==> src/rtl/mips_pkg.sv <==
// Shared widths, ALU opcodes and the control
// bundle of the 16-bit pipelined MIPS core.
package mips_pkg;

  localparam int DATA_W  = 16;
  localparam int REG_AW  = 3;
  localparam int ALUOP_W = 3;

  localparam logic [ALUOP_W-1:0] ALU_NOP = 3'd0;
  localparam logic [ALUOP_W-1:0] ALU_ADD = 3'd1;
  localparam logic [ALUOP_W-1:0] ALU_SUB = 3'd2;
  localparam logic [ALUOP_W-1:0] ALU_AND = 3'd3;
  localparam logic [ALUOP_W-1:0] ALU_OR  = 3'd4;
  localparam logic [ALUOP_W-1:0] ALU_SLT = 3'd5;

  typedef struct packed {
    logic               reg_write;
    logic               mem_read;
    logic               mem_write;
    logic               mem_to_reg;
    logic               alu_src;
    logic [ALUOP_W-1:0] alu_op;
  } ctrl_t;

  localparam ctrl_t CTRL_BUBBLE = '0;

endpackage

==> src/rtl/wb_bypass_mux.sv <==
// Operand select: r0 reads zero, a same-cycle
// WB write to the source register wins over the regfile.
module wb_bypass_mux
  import mips_pkg::*;
#(
  parameter int DW = DATA_W,
  parameter int AW = REG_AW
) (
  input  logic [AW-1:0] src_reg,
  input  logic [DW-1:0] rd_data,
  input  logic          wb_we,
  input  logic [AW-1:0] wb_reg,
  input  logic [DW-1:0] wb_data,
  output logic [DW-1:0] operand
);

  logic src_zero;
  logic wb_hit;

  assign src_zero = (src_reg == '0);
  assign wb_hit   = wb_we && (wb_reg != '0)
                 && (wb_reg == src_reg);

  // r0 first, then the WB bypass, else the regfile
  always_comb begin
    operand = rd_data;
    unique case (1'b1)
      src_zero: operand = '0;
      wb_hit:   operand = wb_data;
      default:  operand = rd_data;
    endcase
  end

endmodule

==> src/rtl/id_ex_stage.sv <==
// ID/EX pipeline register with WB bypass,
// load-use stall detection and a stall counter.
module id_ex_stage
  import mips_pkg::*;
#(
  parameter int DATA_W  = mips_pkg::DATA_W,
  parameter int REG_AW  = mips_pkg::REG_AW,
  parameter int ALUOP_W = mips_pkg::ALUOP_W
) (
  input  logic               clk,
  input  logic               rst,
  input  logic               id_valid,
  input  logic [REG_AW-1:0]  id_rs,
  input  logic [REG_AW-1:0]  id_rt,
  input  logic [REG_AW-1:0]  id_rd,
  input  logic [DATA_W-1:0]  id_imm,
  input  logic               id_RegWrite,
  input  logic               id_MemRead,
  input  logic               id_MemWrite,
  input  logic               id_MemtoReg,
  input  logic               id_ALUSrc,
  input  logic [ALUOP_W-1:0] id_ALUOp,
  input  logic [DATA_W-1:0]  regfile_read_data_1,
  input  logic [DATA_W-1:0]  regfile_read_data_2,
  input  logic               wb_RegWrite,
  input  logic [REG_AW-1:0]  wb_write_reg,
  input  logic [DATA_W-1:0]  wb_write_data,
  input  logic               flush,
  output logic               stall,
  output logic               ex_valid,
  output logic [REG_AW-1:0]  ex_rs,
  output logic [REG_AW-1:0]  ex_rt,
  output logic [REG_AW-1:0]  ex_rd,
  output logic [DATA_W-1:0]  ex_a,
  output logic [DATA_W-1:0]  ex_b,
  output logic [DATA_W-1:0]  ex_imm,
  output logic               ex_RegWrite,
  output logic               ex_MemRead,
  output logic               ex_MemWrite,
  output logic               ex_MemtoReg,
  output logic               ex_ALUSrc,
  output logic [ALUOP_W-1:0] ex_ALUOp,
  output logic [15:0]        stall_count
);

  logic [DATA_W-1:0] op_a;
  logic [DATA_W-1:0] op_b;
  ctrl_t             id_ctrl;
  ctrl_t             ex_ctrl;
  logic              stall_hit;
  logic              bubble;

  wb_bypass_mux #(
    .DW (DATA_W),
    .AW (REG_AW)
  ) u_mux_a (
    .src_reg (id_rs),
    .rd_data (regfile_read_data_1),
    .wb_we   (wb_RegWrite),
    .wb_reg  (wb_write_reg),
    .wb_data (wb_write_data),
    .operand (op_a)
  );

  wb_bypass_mux #(
    .DW (DATA_W),
    .AW (REG_AW)
  ) u_mux_b (
    .src_reg (id_rt),
    .rd_data (regfile_read_data_2),
    .wb_we   (wb_RegWrite),
    .wb_reg  (wb_write_reg),
    .wb_data (wb_write_data),
    .operand (op_b)
  );

  // Gather decoded control; an empty ID slot carries none
  always_comb begin
    id_ctrl = CTRL_BUBBLE;
    if (id_valid) begin
      id_ctrl.reg_write  = id_RegWrite;
      id_ctrl.mem_read   = id_MemRead;
      id_ctrl.mem_write  = id_MemWrite;
      id_ctrl.mem_to_reg = id_MemtoReg;
      id_ctrl.alu_src    = id_ALUSrc;
      id_ctrl.alu_op     = id_ALUOp;
    end
  end

  assign stall_hit = id_valid && ex_valid
                  && ex_ctrl.mem_read
                  && (ex_rd != '0)
                  && ((ex_rd == id_rs)
                   || (ex_rd == id_rt));

  assign stall  = stall_hit;
  assign bubble = flush || stall_hit;

  // Pipeline register: reset, then bubble, then load
  always_ff @(posedge clk) begin
    if (rst || bubble) begin
      ex_valid <= 1'b0;
      ex_rs    <= '0;
      ex_rt    <= '0;
      ex_rd    <= '0;
      ex_a     <= '0;
      ex_b     <= '0;
      ex_imm   <= '0;
      ex_ctrl  <= CTRL_BUBBLE;
    end else begin
      ex_valid <= id_valid;
      ex_rs    <= id_rs;
      ex_rt    <= id_rt;
      ex_rd    <= id_rd;
      ex_a     <= op_a;
      ex_b     <= op_b;
      ex_imm   <= id_imm;
      ex_ctrl  <= id_ctrl;
    end
  end

  // Saturating count of stalled cycles
  always_ff @(posedge clk) begin
    if (rst) begin
      stall_count <= '0;
    end else if (stall_hit
              && stall_count != 16'hFFFF) begin
      stall_count <= stall_count + 16'd1;
    end
  end

  assign ex_RegWrite = ex_ctrl.reg_write;
  assign ex_MemRead  = ex_ctrl.mem_read;
  assign ex_MemWrite = ex_ctrl.mem_write;
  assign ex_MemtoReg = ex_ctrl.mem_to_reg;
  assign ex_ALUSrc   = ex_ctrl.alu_src;
  assign ex_ALUOp    = ex_ctrl.alu_op;

endmodule

==> config.mk <==
export PLATFORM = sky130hd
export DESIGN_NAME = id_ex_stage
export DESIGN_NICKNAME = d
export VERILOG_FILES = /design/src/rtl/mips_pkg.sv /design/src/rtl/wb_bypass_mux.sv /design/src/rtl/id_ex_stage.sv
export SDC_FILE = /design/constraint.sdc
export NUM_CORES = 1
export LEC_CHECK = 0
export ABC_AREA = 1
export CELL_PAD_IN_SITES_DETAIL_PLACEMENT = 1
export CELL_PAD_IN_SITES_GLOBAL_PLACEMENT = 1
export CORE_MARGIN = 2
export CORE_UTILIZATION = 27
export DETAILED_ROUTE_END_ITERATION = 16
export MAX_ROUTING_LAYER = met4
export PLACE_DENSITY = 0.86
export SLEW_MARGIN = 15
export SYNTH_ARGS = -nofsm -noshare
export SYNTH_HDL_FRONTEND = slang
export SYNTH_SLANG_ARGS = --single-unit
==> constraint.sdc <==
create_clock -name clk -period 2.25 [get_ports clk]
set_clock_uncertainty 0.2 [all_clocks]
set_input_delay 0.225 -clock clk [delete_from_list [all_inputs] [get_ports clk]]
set_output_delay 0.225 -clock clk [all_outputs]
set_load 0.005 [all_outputs]
==> summary.md, run 1 <==
| Metric | Value |
|---|---|
| Status | finished, final reports clean |
| Crit. Startpoint | ex_rd[2] |
| Drt drc | 0 |
| Peak VDD IR | 0.390 mV |
| Reg2reg end | stall_count[11] |
| Simple-gate share of the synthesized area | between 30% and 40% |
| Ys Warns | 0 |
| Fin crit share | approximately nine tenths |
| Post-Route WL | 12700 um |
| Non-filler cells, final | around 820 |
| EDFF count, synth | 0 |
| Critical Path Fanout Max | 4 |
| Initial antenna violation count | 0 |
| Post-CTS Setup Bufs | 0 |
| Gate power share | roughly 14% |
| Leading cell type in the layout, fill and taps excluded | clkdlybuf4s50_1 |
| Slew Limit Fails | 0 |
| Area delta synth->final | 68.2% |
| Pleak | 0.00236 uW |
| P_sw | ~830 uW |
| Total track usage | about a fifth |
| Diodes inserted | 0 |
| Clk root buf | clkbuf_16 |
| Drt pass-1 iters | 5 |
| R2r startpoint | stall_count[1] |
| Gate Count Post-Synth | between 400 and 500 |
| Port Buf Inserts | 171 |
| CP Capture Point | stall |
| Drt wl/cell | 15.6 um |
| Synth Area in Adders | less than 1% |
| Main synth FF type | dfxtp_1 |
| Initial Util | a little over a quarter |
| Max Cap Viol | 0 |
| Internal power | about 2800 uW |
| Number of hold buffers added after cts | 0 |
| Combinational family with the most area after synthesis | simple AND/OR/NAND/NOR gates |
| First-pass GRT wire length | a little under 20000 um |
| Clock latency on the worst-skew pair | 0.34 ns |
| Die Span Y | approximately 120 um |
| Routed vias | about 3.8k |
| Inst Count DP | around 800 |
| Slew @ Worst Pin | between 0.3 and 0.4 ns |
| Place WS | -0.0711 ns |
| Post-synth ARST share | 0% |
| Die area | approximately 14000 sq um |
| Slew margin rel. | about 74% |
| Cell area after synthesis | roughly 3400 sq um |
| CTS tree | done |
| Reg2reg setup slack | around 0.27 ns |
| Nets | 728 |
| Critical Path Sink Type | output port |
| Complex-gate fraction of the synthesized area | 7.44% |
| Synth Net Count | roughly 540 |
| Die Wd | approximately 120 um |
| Vias in the first global route | 4092 |
| Overall power | 3630 uW |
| Final Hold Fails | 0 |
| Fraction of layout instances using a drive strength above 1 | a little under a tenth |
| Cts bufs inserted | 9 |
| Post-synthesis mux area share | 0% |
| Shortest period the worst path allows | 2.01 ns |
| Yosys top cell by area | dfxtp_1 |
| Synth unique cells | 24 |
| Register bit total from synthesis | approximately 80 |
| CTS clk-pin slew, worst paths | about 0.06 ns |
| H-tree depth | 3 |
| Via-per-instance ratio | approximately 4.7 |
| FF-to-FF path depth | 8 |
| Fmax | roughly 500 MHz |
| Sequential share of power | between 40% and 50% |
| Synth top area share | approximately 48% |
| Final WS setup | 0.235 ns |
| Grt ovf | 0 |
| Clk sink count | 82 |
| Core area | 12500 sq um |
| Syn_area_per_cell | about 7.6 sq um |
| Detailed Place HPWL | roughly 9900 um |
| Switching share of power | 23.0% |
| Post-synthesis xor/xnor area fraction | between 2 and 2.5% |
| RSZ-0062 raised after global routing | no |
| Final ANT Viol Nets | 0 |
| Sequential share of the synthesized area | between 40 and 50% |
| Critical Path RT | about 1.8 ns |
| Largest net degree at the start of global routing | 58 |
| CTS Buffer Depth | 2 |
| Worst path arrival time | about 1.6 ns |
| Setup CP Type | reg2out |
| Synth area leaders | dfxtp_1 (48%), nand4_1 (7.7%), nand2_1 (7.2%) |
| Worst hold path type | in2reg |
| Placer congestion estimate | 0.861 |
| Final core utilization | 46.1% |
| Most frequent cells in the layout | clkdlybuf4s50_1 (170), dfxtp_1 (82), nand2_1 (66) |
| I/O pin count | between 150 and 200 |
| DR iter-0 viols | roughly 220 |
| Final setup fails | 0 |
| Row Count | 41 |
| CP startpoint kind | flip-flop |
| Pwr dens | 629 nW/um^2 |
| Clock power frac | between 40% and 50% |
-- cells in the mapped netlist, types with 5 or more instances --
cell type  count
a21oi_1       45
buf_2          9
clkbuf_1       6
dfxtp_1       82
inv_1         49
inv_2          6
nand2_1       66
nand3_1       49
nand3_2        5
nand4_1       42
nor2_1        65
nor2_2         5
xor2_1         5
-- power by group through the flow --
stage	clock network, uW	logic [uW]	registers (uW)
after detailed placement	0	524	1550
after global routing	1700	569	1520
after floorplan	0	172	1550
final	1590	525	1520
after global placement	0	505	1550
after CTS	1630	529	1520
-- per-layer routing --
layer | track usage, % | part of all wire (%) | vias up
met5 | - | 0 | -
met4 | 10.9 | 3.6 | 0
met3 | 4.62 | 7.1 | 31
met2 | 33.8 | 51 | 153
met1 | 19.5 | 38 | 1804
li1 | - | - | 1860
-- cell families after synthesis --
family / count (synthesis)
compound gates: 49
buf+inv: 75
xor+xnor: 9
flops: 82
fa+ha+maj: 1
simple gates: 238
-- final cells by class --
type,count,area [sq um]
inverters,55,206
clock inverters,5,77.6
fillers,1538,6750
multi-input cells,297,1490
clock buffers,11,243
well taps,172,215
flip-flops and latches,82,1640
repair buffers,193,1900
-- flip-flops by register name (all words and copies together), names as in the netlist, 3 cells and up --
name and flops:
ex_ALUOp 3, ex_a 16, ex_b 16, ex_imm 16, ex_rd 3, ex_rs 3, ex_rt 3, stall_count 16
-- worst min-delay path by stage --
stage / endpoint / slack (ns) / startpoint / depth (start not counted)
final: ex_imm[4] / 0.21 / id_imm[4] / 3
after global routing: ex_imm[4] / 0.20 / id_imm[4] / 3
after CTS: ex_imm[15] / 0.19 / id_imm[15] / 3
after detailed placement: stall_count[14] / 0.34 / stall_count[14] / 2
after global placement: stall_count[3] / 0.32 / stall_count[3] / 2
after floorplan: stall_count[3] / 0.09 / rst / 1
-- critical path, stage by stage (launching register included) --
cell and delay [ns]:
dfxtp_1 0.34, inv_1 0.13, nand2_1 0.09, nand2_1 0.07, nand3_2 0.14, a21oi_4 0.22, dlygate4sd2_1 0.26
-- stage by stage --
stage                     hold WS, ns  setup TNS [ns]  instance area [sq um]
after detailed placement        0.335         -0.0711                   5440
after CTS                       0.190               0                   5760
final                           0.207               0                   5770
after global placement          0.324         -0.0256                   5440
after floorplan                0.0941               0                   3430
after global routing            0.204               0                   5770
-- timing repair --
| item | CTS | global route |
|---|---|---|
| endpoints found under the hold margin | 0 | 0 |
| resized for setup | 2 | 2 |
| pin swaps | 1 | 0 |
| setup endpoints to repair | 1 | 14 |
No activity file was read; power rests on OpenSTA's default activity.
==> inputs of run 2 (changes only) <==
--- a/config.mk
+++ b/config.mk
@@ -13,6 +13,7 @@
 export DETAILED_ROUTE_END_ITERATION = 16
 export MAX_ROUTING_LAYER = met4
 export PLACE_DENSITY = 0.86
+export SKIP_LAST_GASP = 1
 export SLEW_MARGIN = 15
 export SYNTH_ARGS = -nofsm -noshare
 export SYNTH_HDL_FRONTEND = slang
==> results of run 2 <==
Same layout as run 1: the final DEF is identical, and so are final timing and power.
